--- src/rtl/override_pkg.sv ---
`default_nettype none
// ============================================================================
// Module   : override_pkg
// Purpose  : Shared types for the value-override controller: the per-channel
//            override state and its 2-bit encoding.
// Revision : 1.0 - initial release
// ============================================================================
package override_pkg;

  localparam int ST_W = 2;

  // Bit 1 = forced, bit 0 = assigned; the encoding is visible on ch_state.
  typedef enum logic [ST_W-1:0] {
    NORM     = 2'd0,
    ASGN     = 2'd1,
    FRC      = 2'd2,
    FRC_ASGN = 2'd3
  } ovr_state_e;

  function automatic logic is_forced(ovr_state_e s);
    return (s == FRC) || (s == FRC_ASGN);
  endfunction

  function automatic logic is_assigned(ovr_state_e s);
    return (s == ASGN) || (s == FRC_ASGN);
  endfunction

endpackage
`default_nettype wire

--- src/rtl/override_chan.sv ---
`default_nettype none
// ============================================================================
// Module   : override_chan
// Purpose  : One override channel: base/assign/force registers, the
//            force > assign > procedural state machine and registered output.
// Revision : 1.0 - initial release
// ============================================================================
module override_chan
  import override_pkg::*;
#(
  parameter int WIDTH        = 8,
  parameter int RELEASE_HOLD = 1
) (
  input  logic             clk,
  input  logic             rst,
  input  logic             fn_we,
  input  logic [WIDTH-1:0] fn_wdata,
  input  logic             dep_we,
  input  logic [WIDTH-1:0] dep_data,
  input  logic             asg_set,
  input  logic             asg_clr,
  input  logic [WIDTH-1:0] asg_data,
  input  logic             frc_set,
  input  logic             frc_rel,
  input  logic [WIDTH-1:0] frc_data,
  output logic [WIDTH-1:0] dout,
  output logic [ST_W-1:0]  state,
  output logic             cmd_err
);

  ovr_state_e       state_q, state_d;
  logic [WIDTH-1:0] base_q, base_d;
  logic [WIDTH-1:0] asg_q, asg_d;
  logic [WIDTH-1:0] frc_q, frc_d;
  logic [WIDTH-1:0] dout_q, dout_d;
  logic             asg_on, frc_on, clr_ok, rel_ok, asg_nx, frc_nx;

  // Next state, register updates and effective value; every command is judged
  // against the current state, so assign and force bits evolve independently.
  always_comb begin
    asg_on  = is_assigned(state_q);
    frc_on  = is_forced(state_q);
    clr_ok  = asg_clr && asg_on;
    rel_ok  = frc_rel && frc_on;
    cmd_err = (asg_clr && !asg_on) || (frc_rel && !frc_on);

    asg_nx = asg_on;
    if (asg_set)     asg_nx = 1'b1;
    else if (clr_ok) asg_nx = 1'b0;

    frc_nx = frc_on;
    if (frc_set)     frc_nx = 1'b1;
    else if (rel_ok) frc_nx = 1'b0;

    unique case ({frc_nx, asg_nx})
      2'b00:   state_d = NORM;
      2'b01:   state_d = ASGN;
      2'b10:   state_d = FRC;
      default: state_d = FRC_ASGN;
    endcase

    asg_d = asg_set ? asg_data : asg_q;
    frc_d = frc_set ? frc_data : frc_q;

    // Base priority: release copy > deassign copy > deposit > functional write.
    base_d = base_q;
    if (rel_ok && (RELEASE_HOLD != 0))  base_d = frc_q;
    else if (clr_ok)                    base_d = asg_q;
    else if (dep_we)                    base_d = dep_data;
    else if (fn_we && state_q == NORM)  base_d = fn_wdata;

    if (frc_nx)      dout_d = frc_d;
    else if (asg_nx) dout_d = asg_d;
    else             dout_d = base_d;
  end

  // Channel register bank with synchronous reset clearing all overrides.
  always_ff @(posedge clk) begin
    if (rst) begin
      state_q <= NORM;
      base_q  <= '0;
      asg_q   <= '0;
      frc_q   <= '0;
      dout_q  <= '0;
    end else begin
      state_q <= state_d;
      base_q  <= base_d;
      asg_q   <= asg_d;
      frc_q   <= frc_d;
      dout_q  <= dout_d;
    end
  end

  assign dout  = dout_q;
  assign state = state_q;

endmodule
`default_nettype wire

--- src/rtl/override_ctrl_bank.sv ---
`default_nettype none
// ============================================================================
// Module   : override_ctrl_bank
// Purpose  : NCH-channel value-override controller. Decodes the deposit,
//            assign and force command ports onto channels, flags illegal
//            commands and instantiates one override_chan per channel.
// Revision : 1.0 - initial release
// ============================================================================
module override_ctrl_bank
  import override_pkg::*;
#(
  parameter int WIDTH        = 8,
  parameter int NCH          = 4,
  parameter int RELEASE_HOLD = 1,
  parameter int CW           = $clog2(NCH)
) (
  input  logic                 clk,
  input  logic                 rst,
  input  logic [NCH-1:0]       fn_we,
  input  logic [NCH*WIDTH-1:0] fn_wdata,
  input  logic                 dep_we,
  input  logic [CW-1:0]        dep_ch,
  input  logic [WIDTH-1:0]     dep_data,
  input  logic                 asg_set,
  input  logic                 asg_clr,
  input  logic [CW-1:0]        asg_ch,
  input  logic [WIDTH-1:0]     asg_data,
  input  logic                 frc_set,
  input  logic                 frc_rel,
  input  logic [CW-1:0]        frc_ch,
  input  logic [WIDTH-1:0]     frc_data,
  output logic [NCH*WIDTH-1:0] dout,
  output logic [NCH*2-1:0]     ch_state,
  output logic                 err
);

  logic [NCH-1:0] w_dep_v, w_asg_set_v, w_asg_clr_v, w_frc_set_v, w_frc_rel_v;
  logic [NCH-1:0] w_chan_err;
  logic           w_asg_pair, w_frc_pair, w_dep_ok, w_asg_ok, w_frc_ok;
  logic           err_q, err_d;

  // Channel decode; conflicting pairs and out-of-range channels select nothing.
  always_comb begin
    w_asg_pair = asg_set && asg_clr;
    w_frc_pair = frc_set && frc_rel;
    w_dep_ok   = int'(dep_ch) < NCH;
    w_asg_ok   = int'(asg_ch) < NCH;
    w_frc_ok   = int'(frc_ch) < NCH;
    for (int i = 0; i < NCH; i++) begin
      w_dep_v[i]     = dep_we && (int'(dep_ch) == i);
      w_asg_set_v[i] = asg_set && !w_asg_pair && (int'(asg_ch) == i);
      w_asg_clr_v[i] = asg_clr && !w_asg_pair && (int'(asg_ch) == i);
      w_frc_set_v[i] = frc_set && !w_frc_pair && (int'(frc_ch) == i);
      w_frc_rel_v[i] = frc_rel && !w_frc_pair && (int'(frc_ch) == i);
    end
    err_d = w_asg_pair || w_frc_pair
         || (dep_we && !w_dep_ok)
         || ((asg_set || asg_clr) && !w_asg_ok)
         || ((frc_set || frc_rel) && !w_frc_ok)
         || (|w_chan_err);
  end

  // Error pulse register, one cycle after the offending command.
  always_ff @(posedge clk) begin
    if (rst) err_q <= 1'b0;
    else     err_q <= err_d;
  end

  assign err = err_q;

  for (genvar g = 0; g < NCH; g++) begin : g_chan
    override_chan #(
      .WIDTH        (WIDTH),
      .RELEASE_HOLD (RELEASE_HOLD)
    ) u_chan (
      .clk      (clk),
      .rst      (rst),
      .fn_we    (fn_we[g]),
      .fn_wdata (fn_wdata[g*WIDTH +: WIDTH]),
      .dep_we   (w_dep_v[g]),
      .dep_data (dep_data),
      .asg_set  (w_asg_set_v[g]),
      .asg_clr  (w_asg_clr_v[g]),
      .asg_data (asg_data),
      .frc_set  (w_frc_set_v[g]),
      .frc_rel  (w_frc_rel_v[g]),
      .frc_data (frc_data),
      .dout     (dout[g*WIDTH +: WIDTH]),
      .state    (ch_state[g*2 +: 2]),
      .cmd_err  (w_chan_err[g])
    );
  end

endmodule
`default_nettype wire

--- config.mk ---
export PLATFORM = sky130hd
export DESIGN_NAME = override_ctrl_bank
export DESIGN_NICKNAME = d
export VERILOG_FILES = /design/src/rtl/override_pkg.sv /design/src/rtl/override_chan.sv /design/src/rtl/override_ctrl_bank.sv
export SDC_FILE = /design/constraint.sdc
export NUM_CORES = 1
export LEC_CHECK = 0
export ABC_CLOCK_PERIOD_IN_PS = 2900
export CELL_PAD_IN_SITES_DETAIL_PLACEMENT = 1
export CELL_PAD_IN_SITES_GLOBAL_PLACEMENT = 2
export CORE_MARGIN = 2
export CORE_UTILIZATION = 35
export DETAILED_ROUTE_END_ITERATION = 7
export HOLD_SLACK_MARGIN = 0.02
export PLACE_DENSITY_LB_ADDON = 0.2
export SLEW_MARGIN = 10
export SYNTH_ARGS = -nofsm -noshare
export SYNTH_HDL_FRONTEND = slang
export SYNTH_SLANG_ARGS = --single-unit
--- constraint.sdc ---
create_clock -name clk -period 2.9 [get_ports clk]
set_input_delay 0.58 -clock clk [delete_from_list [all_inputs] [get_ports clk]]
set_output_delay 0.58 -clock clk [all_outputs]
set_load 0.01 [all_outputs]
# [Word-level counts from Yosys, hierarchy flattened]
# Index checks and enable logic that the tools add are counted.
# W data, S select, Z words.
[totals] word_cells=184 out_inout_bits=41 reg_bits=137
[op_classes] n_reduce_logical=82 muxes=52 n_eq_ne=29
[ops] operator="$mux W8" count=32
[ops] operator="$logic_and A1 B1 Y1" count=46
[ops] operator="$eq A2 B2 Y1 const B" count=18
[ops] operator="$pmux W2 S3" count=4
[ops] operator="$eq A2 B1 Y1 const B" count=11
[ops] operator="$logic_not A2 Y1" count=11
[ops] operator="$mux W1" count=16
[ops] operator="$logic_or A1 B1 Y1" count=14
[ops] operator="$logic_not A1 Y1" count=10
[ops] operator="$reduce_or A4 Y1" count=1

# [Logic depth before layout (Yosys ltp)]
[logic_depth] depth_word=9 ltp_mapped=8

# [Cells and area by module]
# From an unflattened synthesis, not the netlist that was laid out.
[hier_totals] cells_unflattened=815 area_unflattened_um2=7003.0
[modules_own_cells] mod="override_chan" area_per_inst_um2=1695.4 cells_each=195 instances=4
[modules_own_cells] mod="override_ctrl_bank" area_per_inst_um2=221.5 cells_each=35 instances=1

# [Worst setup path before layout]
# OpenSTA, ideal clock, no wires.
[synth_timing] path_kind="input -> register" start="input port frc_rel" end="register g_chan[2].u_chan.dout_q[0]" t_arrival_ns=1.992 setup_ns=0.114 path_stages=7 required_ns=2.786 path_buffers=2 slack_ns=0.793 cell_sequence="buf_2 nand2b_4 or3b_1 buf_2 mux2i_1 a2bb2oi_1 a21bo_1"
[synth_between] elab_chain_cells=8
[synth_lines] element="from (decl)" line_no="override_ctrl_bank.sv:29" text="input logic frc_rel,"
[synth_lines] element="$logic_and A1 B1 Y1" line_no="override_ctrl_bank.sv:45" text="w_frc_pair = frc_set && frc_rel;"
[synth_lines] element="$logic_not A1 Y1" line_no="override_ctrl_bank.sv:53, override_ctrl_bank.sv:54"
[synth_lines] element="$logic_and A1 B1 Y1 (2 in a row)" line_no="override_ctrl_bank.sv:54" text="w_frc_rel_v[i] = frc_rel && !w_frc_pair && (int'(frc_ch) == i);"
[synth_lines] element="$logic_and A1 B1 Y1" line_no="override_chan.sv:44" text="rel_ok = frc_rel && frc_on;"
[synth_lines] element="$mux W8 or $mux W1 (tied branches)" line_no="override_chan.sv:67, override_chan.sv:53"
[synth_lines] element="$mux W8 or $mux W1 (tied branches)" line_no="override_chan.sv:73, override_chan.sv:52"
[synth_lines] element="$mux W8 *" line_no="override_chan.sv:72" text="if (frc_nx) dout_d = frc_d;"
[synth_lines] element="to (signal assigned)" line_no="override_chan.sv:90" text="dout_q <= dout_d;"
[synth_lines] element="to (decl)" line_no="override_chan.sv:35" text="logic [WIDTH-1:0] dout_q, dout_d;"
# Mark *: on every way between the ends. The rest lies on a longest branch, timed or not.
# A chain may end at the register's enable or synchronous reset.

# [Worst setup path after layout]
[layout_timing] start="input port asg_clr" end="register g_chan[3].u_chan.dout_q[6]"
[layout_between] elab_chain_cells=9
[layout_lines] element="from (decl)" line_no="override_ctrl_bank.sv:25" text="input logic asg_clr,"
[layout_lines] element="$logic_and A1 B1 Y1" line_no="override_ctrl_bank.sv:44" text="w_asg_pair = asg_set && asg_clr;"
[layout_lines] element="$logic_not A1 Y1" line_no="override_ctrl_bank.sv:51, override_ctrl_bank.sv:52"
[layout_lines] element="$logic_and A1 B1 Y1 (2 in a row)" line_no="override_ctrl_bank.sv:52" text="w_asg_clr_v[i] = asg_clr && !w_asg_pair && (int'(asg_ch) == i);"
[layout_lines] element="$logic_and A1 B1 Y1" line_no="override_chan.sv:43" text="clr_ok = asg_clr && asg_on;"
[layout_lines] element="$mux W8 or $mux W1 (tied branches)" line_no="override_chan.sv:68, override_chan.sv:49"
[layout_lines] element="$mux W8 or $mux W1 (tied branches)" line_no="override_chan.sv:67, override_chan.sv:48"
[layout_lines] element="$mux W8 *" line_no="override_chan.sv:73" text="else if (asg_nx) dout_d = asg_d;"
[layout_lines] element="$mux W8 *" line_no="override_chan.sv:72"
[layout_lines] element="to (signal assigned)" line_no="override_chan.sv:90"
[layout_lines] element="to (decl)" line_no="override_chan.sv:35"
# Marked as above.

==> results_dict.tcl <==
set metrics [dict create \
    rows 50 \
    synth-edff-count 0 \
    fillCellCount 2075 \
    syn_area_per_cell_sq_um 9.65 \
    area_delta_synth_final_pct 34.4 \
    async_flop_share_pct 0 \
    drive_gt1_share_pct 15.7 \
    vias 5857 \
    start_util_pct 35.3 \
    seq_area_frac_synth_pct 41.9 \
    leakage_uw 0.00358 \
    powerDensity_nw_per_um2 580 \
    numCtsBuffers 17 \
    wl_mm 24.2 \
    syn_nets 751 \
    fmaxAchievable_ghz 0.405 \
    hold_path.class "in -> reg" \
    crit_type "in -> reg" \
    rsz0062_at_grt "false" \
    portBuffers 113 \
    synth-compound-area-share_pct 19.3 \
    synthAdderAreaFrac_pct 0 \
    hpwl_mm 16.7 \
    synth_top_family_by_area "compound AO/OA/AOI/OAI gates" \
    dp_cells 1023 \
    cp_top_family "simple AND/OR/NAND/NOR gates" \
    finalCritPeriodShare_pct 85.1 \
    synth_xor_area_share_pct 0 \
    first_global_vias 6162 \
    dr.pass1.iters 5 \
    outcome "finished, final reports clean" \
    synth.mux.area_fraction_pct 15.0 \
    path_buf_inv 1 \
    ctsResizeCount 0 \
    drt_iter0_drc 383 \
    synth_cells 678 \
    cts.sinks 137 \
    crit_required_ps 3220 \
    route.detailed.drc 0 \
    max-vdd-ir-drop_mv 0.389 \
    clock-root-buffer "clkbuf_16" \
    coreArea_sq_um 18500 \
    finClkSkew_ps 5.67 \
    io_pins 114 \
    dieArea_sq_um 19800 \
    grtUsageTotal_pct 24.6 \
    path_cells "clkdlybuf4s50_1 > and4b_1 > nor3_1 > and2_1 > a22oi_1 > o31ai_1" \
    cts_max_level 4 \
    synth_top_cell_by_area "dfxtp_1" \
    worst-path-max-fanout 8 \
    antenna_found_initial 0 \
    ctsLongestPathBuffers 2 \
    yosysTopAreaCellShare_pct 41.9 \
    gp_congestion 0.821 \
    synth_common_cells "dfxtp_1, nor2_1, mux2i_1" \
    postCtsSetupBuffers 0 \
    overflow 0 \
    routed_via_density 5.55 \
    clock_latency_ps 420 \
    max_slew.worst_pin.slew_ps 804 \
    cp-start-kind "input pin" \
    ant_nets 0 \
    antenna_cells 0 \
    synth.area.top_cells "dfxtp_1, mux2i_1, nor2_1, a311oi_2, a211o_1" \
    critPathMaxStageDelay_ps 570 \
    crit_slowest_cell "clkdlybuf4s50_1" \
    multi_input_area_sq_um 3500 \
    ys.warnings.count 0 \
    grt_pass1_wl_mm 36.6 \
    die_w_um 141 \
    crit_arrival_ps 2790 \
    drv_cap 0 \
    setup.worst_path.end_class "register" \
    synth_most_common_cell "dfxtp_1" \
    grt_max_degree 66 \
    die_h_um 141 \
    synth-simple-area-share_pct 19.0 \
    final_cells 1055 \
    hold_viol_final 0 \
    synth.distinct_cells 58 \
    max_slew_margin_pct 46.1 \
    ys_seq_elements 137 \
    fin_total_pwr_uw 5100 \
    cts_tree "done" \
    synth_area_sq_um 6540 \
    nNetsFinal 881 \
    setup_viol 0 \
    synth_flop_cell "dfxtp_1" \
    hold_buffers 0 \
    path_clk_slew_ps 60 \
    timing.setup.tns_ps 0 \
    fin_crit_ps 2470 \
    slew_viol_final 0 \
    finish.utilization_pct 47.5 \
    seqCellArea_sq_um 2740 \
    wl_per_cell_um 23.0 \
]
-- report_power, final --
part | switching [uW] | leakage (uW) | internal, uW
sequential | 38.1 | 0.00112 | 1980
combinational | 367 | 0.00215 | 383
clock | 850 | 0.000306 | 1480
total | 1260 | 0.00358 | 3850
-- cell families after synthesis --
logic type             after synthesis
AO/OA/AOI/OAI                      128
multiplexers                        95
flip-flops                         137
buffers and inverters               63
AND/OR/NAND/NOR                    255
-- layout make-up --
type                    count  share of cell area [%]
flip-flops and latches    137                    31.2
well taps                 234                    3.33
clock buffers              20                    5.19
multi-input cells         478                    39.8
inverters                  11                   0.469
repair buffers            163                    18.1
clock inverters            12                    1.96
-- layout by cell type (no fill, tap or decap), drive strengths merged, types with 23 or more instances in the layout --
master	count
nor2	136
a311oi	29
a211o	30
nand2	38
mux2i	90
clkdlybuf4s50	112
a221o	23
dfxtp	137
buf	51
nor3	27
-- flip-flops by register name, indices dropped and copies added, names as in the netlist --
register              flops
g_chan.u_chan.state       8
err                       1
g_chan.u_chan.base_q     32
g_chan.u_chan.dout       32
g_chan.u_chan.frc_q      32
g_chan.u_chan.asg_q      32
-- per-stage QoR --
stage	hold WS, ps	worst slack, ps	instance area, sq um
detailed placement	505	28.4	8170
floorplan	478	793	6540
CTS	504	465	8800
global placement	491	108	8170
finish	515	433	8800
global route	509	270	8800
-- worst paths after layout --
| kind | from | to | slack (ps) | cells past startpoint |
|---|---|---|---|---|
| setup / recovery | asg_clr | g_chan[3].u_chan.dout[6]$_SDFF_PP0_ | 430 | 6 |
| hold / removal | rst | g_chan[2].u_chan.frc_q[1]$_SDFF_PP0_ | 510 | 2 |
| setup reg to reg | g_chan[0].u_chan.state[1]$_SDFF_PP0_ | g_chan[0].u_chan.dout[5]$_SDFF_PP0_ | 720 | 5 |
| hold reg to reg | g_chan[2].u_chan.asg_q[7]$_SDFF_PP0_ | g_chan[2].u_chan.base_q[7]$_SDFF_PP0_ | 520 | 2 |
-- per-layer routing --
metal  vias to the layer above  part of all wire, %  GRT usage, %
li1                       2741                    -             -
met1                      2927                   45          31.4
met2                       155                   48          41.4
met3                        34                  4.9          5.37
met4                         0                  2.3          8.16
met5                         -                    0             0
No activity file was read; power rests on OpenSTA's default activity.
